[config.mk]
export PLATFORM = sky130hd
export DESIGN_NAME = result_uart_tx
export DESIGN_NICKNAME = d
export VERILOG_FILES = /design/src/rtl/result_uart_tx.sv
export SDC_FILE = /design/constraint.sdc
export NUM_CORES = 1
export LEC_CHECK = 0
export ABC_AREA = 1
export BUFFER_PORTS_ARGS = -buffer_cell sky130_fd_sc_hd__buf_2
export CORE_MARGIN = 2
export CORE_UTILIZATION = 30
export CTS_BUF_LIST = sky130_fd_sc_hd__clkbuf_16
export DETAILED_ROUTE_END_ITERATION = 8
export GPL_TIMING_DRIVEN = 0
export PLACE_DENSITY = 0.45
export SYNTH_ARGS = -nofsm -noshare
export SYNTH_HDL_FRONTEND = slang
export SYNTH_SLANG_ARGS = --single-unit
[constraint.sdc]
create_clock -name iClk -period 4.9 [get_ports iClk]
set_clock_uncertainty 0.2 [all_clocks]
set_input_delay 0.245 -clock iClk [delete_from_list [all_inputs] [get_ports iClk]]
set_output_delay 0.245 -clock iClk [all_outputs]
set_load 0.02 [all_outputs]
[src/rtl/result_uart_tx.sv]
// result_uart_tx: tags SNN/CNN tile results with route and tile index, buffers them in a FIFO,
// and sends each one as a framed 8N1 UART packet. RESULT_TX_CHECKSUM_EN adds an XOR checksum byte.
module result_uart_tx #(
    parameter int unsigned DVSR       = 100,
    parameter int unsigned SB_TICK    = 16,
    parameter int unsigned FIFO_DEPTH = 16,
    parameter int unsigned NUM_TILES  = 1200,
    parameter int unsigned IDX_W      = 11
) (
    input  logic             iClk,
    input  logic             iRst,
    input  logic             iCNN_Valid,
    input  logic [7:0]       iCNN_Result,
    input  logic             iSNN_Valid,
    input  logic [7:0]       iSNN_Result,
    output logic             oTx,
    output logic             oBusy,
    output logic             oOverflow,
    output logic             oCollision,
    output logic [IDX_W-1:0] oTileCount,
    output logic             oFrameDone
);
    localparam int unsigned PTR_W  = $clog2(FIFO_DEPTH);
    localparam int unsigned WORD_W = 1 + 8 + IDX_W;
    localparam int unsigned DV_W   = (DVSR > 1) ? $clog2(DVSR) : 1;
    localparam int unsigned S_MAX  = (SB_TICK > 16) ? SB_TICK : 16;
    localparam int unsigned S_W    = $clog2(S_MAX);
`ifdef RESULT_TX_CHECKSUM_EN
    localparam int unsigned NUM_BYTES = 5;
`else
    localparam int unsigned NUM_BYTES = 4;
`endif

    typedef enum logic [1:0] {IDLE, START, DATA, STOP} tx_state_e;

    tx_state_e         state_q, state_d;
    logic [DV_W-1:0]   baud_q, baud_d;
    logic [S_W-1:0]    s_cnt_q, s_cnt_d;
    logic [2:0]        n_cnt_q, n_cnt_d;
    logic [2:0]        b_cnt_q, b_cnt_d;
    logic [7:0]        shreg_q, shreg_d;
    logic              tx_q, tx_d;
    logic [WORD_W-1:0] ent_q, ent_d;
    logic [PTR_W:0]    wr_ptr_q, wr_ptr_d;
    logic [PTR_W:0]    rd_ptr_q, rd_ptr_d;
    logic [IDX_W-1:0]  cnt_q, cnt_d;
    logic              ovf_q, ovf_d;
    logic              col_q, col_d;
    logic              fd_q, fd_d;
    logic [WORD_W-1:0] mem_q [FIFO_DEPTH];

    logic              empty, full, push_req, push, pop, tick;
    logic [WORD_W-1:0] push_word;
    logic              ent_route;
    logic [7:0]        ent_res;
    logic [IDX_W-1:0]  ent_idx;
    logic [7:0]        byte1, byte2, byte3, next_byte;

    assign empty    = (wr_ptr_q == rd_ptr_q);
    assign full     = (wr_ptr_q[PTR_W] != rd_ptr_q[PTR_W]) &&
                      (wr_ptr_q[PTR_W-1:0] == rd_ptr_q[PTR_W-1:0]);
    assign push_req = iCNN_Valid | iSNN_Valid;
    assign pop      = (state_q == IDLE) && !empty;
    // A pop in the same cycle frees a slot, so a push onto a full FIFO still lands.
    assign push     = push_req && (!full || pop);
    assign push_word = iCNN_Valid ? {1'b1, iCNN_Result, cnt_q} : {1'b0, iSNN_Result, cnt_q};
    assign tick     = (state_q != IDLE) && (baud_q == DV_W'(DVSR - 1));

    assign ent_route = ent_q[WORD_W-1];
    assign ent_res   = ent_q[IDX_W +: 8];
    assign ent_idx   = ent_q[IDX_W-1:0];
    assign byte1     = {ent_route, 7'(ent_idx >> 8)};
    assign byte2     = ent_idx[7:0];
    assign byte3     = ent_res;

    always_comb begin
        next_byte = byte3;
        case (b_cnt_q)
            3'd0: next_byte = byte1;
            3'd1: next_byte = byte2;
`ifdef RESULT_TX_CHECKSUM_EN
            3'd3: next_byte = byte1 ^ byte2 ^ byte3;
`endif
            default: next_byte = byte3;
        endcase
    end

    always_comb begin
        wr_ptr_d = wr_ptr_q;
        rd_ptr_d = rd_ptr_q;
        cnt_d    = cnt_q;
        if (push) wr_ptr_d = wr_ptr_q + (PTR_W+1)'(1);
        if (pop)  rd_ptr_d = rd_ptr_q + (PTR_W+1)'(1);
        // Dropped results still consume an index so later tiles keep their frame position.
        if (push_req) cnt_d = (cnt_q == IDX_W'(NUM_TILES - 1)) ? '0 : cnt_q + IDX_W'(1);
        ovf_d = ovf_q | (push_req & ~push);
        col_d = col_q | (iCNN_Valid & iSNN_Valid);
    end

    always_comb begin
        state_d = state_q;
        s_cnt_d = s_cnt_q;
        n_cnt_d = n_cnt_q;
        b_cnt_d = b_cnt_q;
        shreg_d = shreg_q;
        tx_d    = tx_q;
        ent_d   = ent_q;
        fd_d    = 1'b0;
        baud_d  = (state_q == IDLE || tick) ? '0 : baud_q + DV_W'(1);
        case (state_q)
            IDLE: begin
                if (!empty) begin
                    ent_d   = mem_q[rd_ptr_q[PTR_W-1:0]];
                    shreg_d = 8'hA5;
                    tx_d    = 1'b0;
                    s_cnt_d = '0;
                    n_cnt_d = '0;
                    b_cnt_d = '0;
                    state_d = START;
                end
            end
            START: begin
                if (tick) begin
                    if (s_cnt_q == S_W'(15)) begin
                        s_cnt_d = '0;
                        n_cnt_d = '0;
                        tx_d    = shreg_q[0];
                        state_d = DATA;
                    end else begin
                        s_cnt_d = s_cnt_q + S_W'(1);
                    end
                end
            end
            DATA: begin
                if (tick) begin
                    if (s_cnt_q == S_W'(15)) begin
                        s_cnt_d = '0;
                        if (n_cnt_q == 3'd7) begin
                            tx_d    = 1'b1;
                            state_d = STOP;
                        end else begin
                            n_cnt_d = n_cnt_q + 3'd1;
                            shreg_d = shreg_q >> 1;
                            tx_d    = shreg_q[1];
                        end
                    end else begin
                        s_cnt_d = s_cnt_q + S_W'(1);
                    end
                end
            end
            STOP: begin
                if (tick) begin
                    if (s_cnt_q == S_W'(SB_TICK - 1)) begin
                        s_cnt_d = '0;
                        if (b_cnt_q == 3'(NUM_BYTES - 1)) begin
                            fd_d    = (ent_idx == IDX_W'(NUM_TILES - 1));
                            state_d = IDLE;
                        end else begin
                            b_cnt_d = b_cnt_q + 3'd1;
                            shreg_d = next_byte;
                            tx_d    = 1'b0;
                            state_d = START;
                        end
                    end else begin
                        s_cnt_d = s_cnt_q + S_W'(1);
                    end
                end
            end
            default: state_d = IDLE;
        endcase
    end

    always_ff @(posedge iClk or negedge iRst) begin
        if (!iRst) begin
            state_q  <= IDLE;
            baud_q   <= '0;
            s_cnt_q  <= '0;
            n_cnt_q  <= '0;
            b_cnt_q  <= '0;
            shreg_q  <= '0;
            tx_q     <= 1'b1;
            ent_q    <= '0;
            wr_ptr_q <= '0;
            rd_ptr_q <= '0;
            cnt_q    <= '0;
            ovf_q    <= 1'b0;
            col_q    <= 1'b0;
            fd_q     <= 1'b0;
        end else begin
            state_q  <= state_d;
            baud_q   <= baud_d;
            s_cnt_q  <= s_cnt_d;
            n_cnt_q  <= n_cnt_d;
            b_cnt_q  <= b_cnt_d;
            shreg_q  <= shreg_d;
            tx_q     <= tx_d;
            ent_q    <= ent_d;
            wr_ptr_q <= wr_ptr_d;
            rd_ptr_q <= rd_ptr_d;
            cnt_q    <= cnt_d;
            ovf_q    <= ovf_d;
            col_q    <= col_d;
            fd_q     <= fd_d;
        end
    end

    always_ff @(posedge iClk) begin
        if (push) mem_q[wr_ptr_q[PTR_W-1:0]] <= push_word;
    end

    assign oTx        = tx_q;
    assign oBusy      = !empty || (state_q != IDLE);
    assign oOverflow  = ovf_q;
    assign oCollision = col_q;
    assign oTileCount = cnt_q;
    assign oFrameDone = fd_q;

endmodule

## Word-level counts from Yosys, hierarchy flattened

Memories as Yosys holds them, arrays and structs flattened. A register that Yosys moved wholly into a read port is not among the register bits.
Cells that the tools add are included.

- Add/sub/neg operators: 7
- Eq/ne operators: 24
- Muxes and demuxes: 53
- Bitwise operators: 7
- Reduce and logical (&&, ||, !) cells: 24

Operators with widths:

| cell | number |
|---|---|
| 8-bit two-way mux | 7 |
| 3-bit two-way mux | 9 |
| 8-bit case mux with 3 select lines | 1 |
| 8-bit AND reduction | 3 |
| 11-bit == test (second input constant) | 2 |
| 20-bit two-way mux | 1 |
| 2-bit != test (second input constant) | 10 |
| 1-bit two-way mux | 16 |
| 2-bit two-way mux | 8 |
| 8-bit case mux with 2 select lines | 1 |
| 4-bit two-way mux | 3 |
| 11-bit by 1-bit adder with 11-bit output (second input constant) | 1 |
| 11-bit two-way mux | 1 |
| 5-bit by 1-bit adder with 5-bit output (second input constant) | 2 |
| 3-bit case mux with 3 select lines | 1 |
| 2-bit case mux with 4 select lines | 1 |
| 4-bit case mux with 2 select lines | 1 |
| 7-bit by 1-bit adder with 7-bit output (second input constant) | 1 |
| 7-bit == test (second input constant) | 1 |
| 7-bit two-way mux | 1 |
| 7-bit AND reduction | 1 |
| 3-bit by 1-bit adder with 3-bit output (second input constant) | 2 |
| 3-bit case mux with 2 select lines | 1 |
| 3-bit nonzero test | 2 |
| other kinds (24) | 38 |

- Register bits after elaboration: 52
- Memory bits (writable): 320
- Input bits: 20
- Output and inout port bits: 16
- Logic and storage cells: 129
- Memories kept: 1

Memory list:

| memory | depth | bits a word | read ports | clocked after Yosys merged registers in | write ports | RTL line | RTL |
|---|---|---|---|---|---|---|---|
| mem_q | 16 | 20 | 1 | 1 | 1 | 50 | `logic [WORD_W-1:0] mem_q [FIFO_DEPTH];` |

## Depth between registers and ports, before layout

- Word-level depth: 8
- Mapped depth: 12
- Mapped depth without buffers: 11

## Worst setup path after synthesis

Ideal clock, no wire load.

- Kind: flip-flop to flip-flop
- Start: register rd_ptr_q[0]
- End: memory mem_q[11][0] in the netlist's numbering, enable pin
- Setup time: 0.397 ns
- Data arrival time: 2.126 ns
- Data required time: 4.303 ns
- Path slack: 2.177 ns
- Cell stages (with the launch flop): 12
- Path buffers: 1
- Clock period less this slack: 2.723 ns
- Cells stage by stage: dfrtp_1 -> buf_4 -> inv_4 -> nand2_1 -> nand2_1 -> nor2_1 -> and2_1 -> nand2_1 -> nand2_2 -> inv_2 -> nand2_1 -> nor2_1

- Word-level cells in the longest chain between the ends: 7
- Elaborated cells on any way between the ends: 10
- Those cells by class: eq/ne (2); mux (2); reduce/logical (6)

Ends and longest elaborated chain:

| element | RTL line | RTL |
|---|---|---|
| start: declaration | 45 | `logic [PTR_W:0] rd_ptr_q, rd_ptr_d;` |
| start signal: assignment | 199 | `rd_ptr_q <= rd_ptr_d;` |
| 5-bit == test / 4-bit == test (equally long branches) | 59, 61 |  |
| 1-bit logical NOT / 1-bit logical AND (equally long branches) | 63, 60 |  |
| 1-bit logical AND / 1-bit logical NOT (equally long branches) | 63, 65 |  |
| 1-bit logical OR * | 65 | `assign push = push_req && (!full \|\| pop);` |
| 1-bit logical AND * | 65 |  |
| 1-bit two-way mux * | 208 | `if (push) mem_q[wr_ptr_q[PTR_W-1:0]] <= push_word;` |
| 1-bit two-way mux (not written as such) * | 208 |  |
| end: declaration | 50 |  |

Every way passes the cells marked *; elsewhere a longest branch is shown, timed or not.

## Worst setup path after layout

- Start: register rd_ptr_q[0]
- End: memory mem_q[13][14] in the netlist's numbering, enable pin

The elaborated chain is that of the path after synthesis.

==> impl_metrics.ini <==
[status]
outcome = finished, final reports clean

[sta]
fmax_mhz = 307
setup_tns_ns = 0
maxSlewHeadroom = 0.317
setup_viol = 0
hold_violations = 0
rsz0062_at_grt = no
slew_violations = 0
fin_crit_ns = 3.26
fin_crit_sh = 0.664
worst_slew_pin_slew_ns = 1.02

[clock_network]
htree_levels = 2
postCtsSetupRepairBufs = 0
clockBufferDepth = 3
cts_buffers = 45
cts_resized = 0
cts_sinks = 392
cts_tree = done
cts-root-buf = clkbuf_16
clk_pin_slew_ns = 0.06
clk_latency_ns = 0.59

[logic_synthesis]
synth_compound_area_frac = 0.105
synth_area_leaders = edfxtp_1 (58%), dfrtp_1 (11%), nor2_1 (6.4%), o21ai_0 (5.9%), nand2_1 (4.7%)
synth_cell_types = 38
synth_edf_count = 320
synth-xor-area-share = 0.00526
yosys_most_used_dff = edfxtp_1
avgSynthCellArea_um2 = 11.3
syn_nets = 1510
synth_top_family_by_area = simple AND/OR/NAND/NOR gates
synth.area.mux_share = 0.000602
async_reset_ff_frac = 0.184
synth-adder-area-share = 0.0143
ys_seq_elements = 392
ys_seq_area_frac = 0.686
synthSimpleGateAreaFrac = 0.147
netlist.area_leader.share = 0.577
yosys_warnings = 0
syn_inst = 1471
synth_top_cell_by_area = edfxtp_1
netlist_area_mm2 = 0.0166

[route]
drtAntennaViolNets = 0
vias = 11300
wl_per_cell_um = 20.0
viasPerCell = 4.81
drt_pass1_iterations = 5
drc = 0
wirelength_mm = 47.0
drt_iter0_drc = 809

[pwr]
power_frac_seq = 0.522
max-vdd-ir-drop_mv = 0.263
pwr-share-comb = 0.113
internal_power_mw = 6.36
clkPwrFrac = 0.366
p_sw_frac = 0.276
p_switching_mw = 2.43
p_leak_nw = 6.85
power_density_mw_per_mm2 = 450

[setup_path]
endpoint_kind = flop
path_max_fanout = 11
r2r_slack_ns = 1.64
cp.arrival_ns = 3.35
cp_data_required_time_ns = 5.00
critical_path_class = reg -> reg
setup.worst_path.start_class = flop

[floorplan]
rows = 86
core_mm2 = 0.0550
io_pins = 36
die-area_mm2 = 0.0574
start_util = 0.303
dieHeight_um = 240
die_w_um = 240

[global_route]
use_met3 = 0.0214
overflow = 0
grt_max_degree = 50
antenna_found_initial = 2
gr-usage-met2 = 0.273
grt_pass1_vias = 11300
grt-busiest-layer = met2
grt_pass1_wl_mm = 70.8
grtUsageMet1 = 0.228
grt_use_total = 0.166

[layout]
final-seq-area_mm2 = 0.0114
syn2layout_area_growth_pct = 17.4
nets = 1610
post-route-cell-area_mm2 = 0.0195
multi_input_area_mm2 = 0.00460
drive_gt1_frac = 0.119
n_antenna_cell = 0
num-fill-cells = 5492

[placed_design]
numPortBuffers = 35
gp_congestion = 0.801
dpl_cell_area_mm2 = 0.0181
dp_hpwl_mm = 31.0

[worst_hold_path]
hold_path.class = in -> reg

[run]
max-cap-violations = 0
-- metal layers --
layer,vias to the layer above,routed length [um]
met5,-,0
met4,0,1190
met3,67,2230
met2,276,22100
met1,5589,21500
li1,5393,-
-- through the flow --
stage	total power, mW	util	hold slack (ns)	setup WS, ns	cells
5_1_grt	9.15	0.355	0.230	1.48	2355
4_1_cts	8.91	0.355	0.190	1.64	2355
3_3_place_gp	5.53	0.323	0.237	0.627	2254
3_5_place_dp	5.66	0.329	-0.0153	1.63	2267
2_1_floorplan	5.03	-	-0.251	2.18	1471
6_report	8.79	0.355	0.227	1.64	2355
-- cells in the mapped netlist, types with 2 or more instances --
master	count
a21oi_1	15
and3_1	3
buf_1	3
buf_2	20
buf_4	24
buf_6	3
clkbuf_1	37
dfrtp_1	71
edfxtp_1	320
ha_1	19
inv_1	53
inv_2	4
inv_4	2
nand2_1	209
nand2_2	3
nand3_1	66
nand4_1	6
nand4_2	2
nor2_1	282
nor2_2	3
nor3_1	13
nor3b_1	4
nor4_1	3
o211ai_1	84
o21ai_0	197
o21ai_2	3
o22ai_1	2
or2_2	2
xnor2_1	2
xor2_1	8
-- state kept, by name (all words and copies together) (netlist names), 4 cells and up --
register    count
rd_ptr_q        5
shreg_q         8
oTileCount     11
mem_q         320
baud_q          7
s_cnt_q         4
wr_ptr_q        5
ent_q          20
-- area by class of cell --
type	instances	share of cell area
buffer	87	0.0238
tap	748	0.0479
clock buffer	45	0.0577
multi-input combinational	933	0.235
timing repair buffer	53	0.0255
clock inverter	38	0.0138
inverter	59	0.0116
sequential	392	0.584
-- cells by family (layout without fill, tap and decap cells) --
family | after synthesis | in the layout
xor+xnor | 10 | 10
buf+inv | 146 | 282
simple gates | 599 | 599
fa+ha+maj | 19 | 19
compound gates | 304 | 304
mux | 1 | 1
flops | 392 | 392
-- worst max-delay path, stage by stage, from the launching register on --
cell	delay (ns)
dfrtp_1	0.38
buf_4	0.21
inv_4	0.18
nand2_1	0.07
nand2_1	0.06
nor2_1	0.06
and2_1	0.17
nand2_1	0.19
nand2_2	0.15
inv_2	0.16
nand2_1	0.21
nor2_2	0.67
buf_8	0.25
-- path summary, 6_finish.rpt --
check	from	end	depth (start not counted)
worst max-delay path	rd_ptr_q[0]	mem_q[13][14]	12
max in group asynchronous	iRst	baud_q[5]	4
worst min register to register	oCollision	oCollision	1
worst min-delay path	iSNN_Valid	oCollision	3
min in group asynchronous	iRst	oTx	3
worst max register to register	rd_ptr_q[0]	mem_q[13][14]	12
-- power by group through the flow --
| stage | Clock (mW) | Sequential (mW) | Combinational (mW) |
|---|---|---|---|
| after floorplan | 0 | 4.48 | 0.548 |
| after detailed placement | 0 | 4.67 | 0.997 |
| after global routing | 3.42 | 4.64 | 1.09 |
| final | 3.21 | 4.59 | 0.989 |
| after global placement | 0 | 4.68 | 0.859 |
| after CTS | 3.31 | 4.60 | 1.00 |
-- placed cells by master (no fill, tap or decap), drive strengths merged, types with 8 or more instances in the layout --
cell,synthesis,final
inv,59,72
ha,19,19
nand3,67,67
buf,50,98
o21ai,200,200
a21oi,15,15
nand2,212,212
clkbuf,37,82
nor2,285,285
xor2,8,8
nand4,8,8
dfrtp,71,71
edfxtp,320,320
o211ai,84,84
clkinv,0,20
nor3,13,13
-- what timing repair did --
item                                   in CTS  in global routing
hold buffers                                5                  0
endpoints found under the hold margin      96                  0
setup endpoints to repair                   0                  0
No activity file was read; power rests on OpenSTA's default activity.
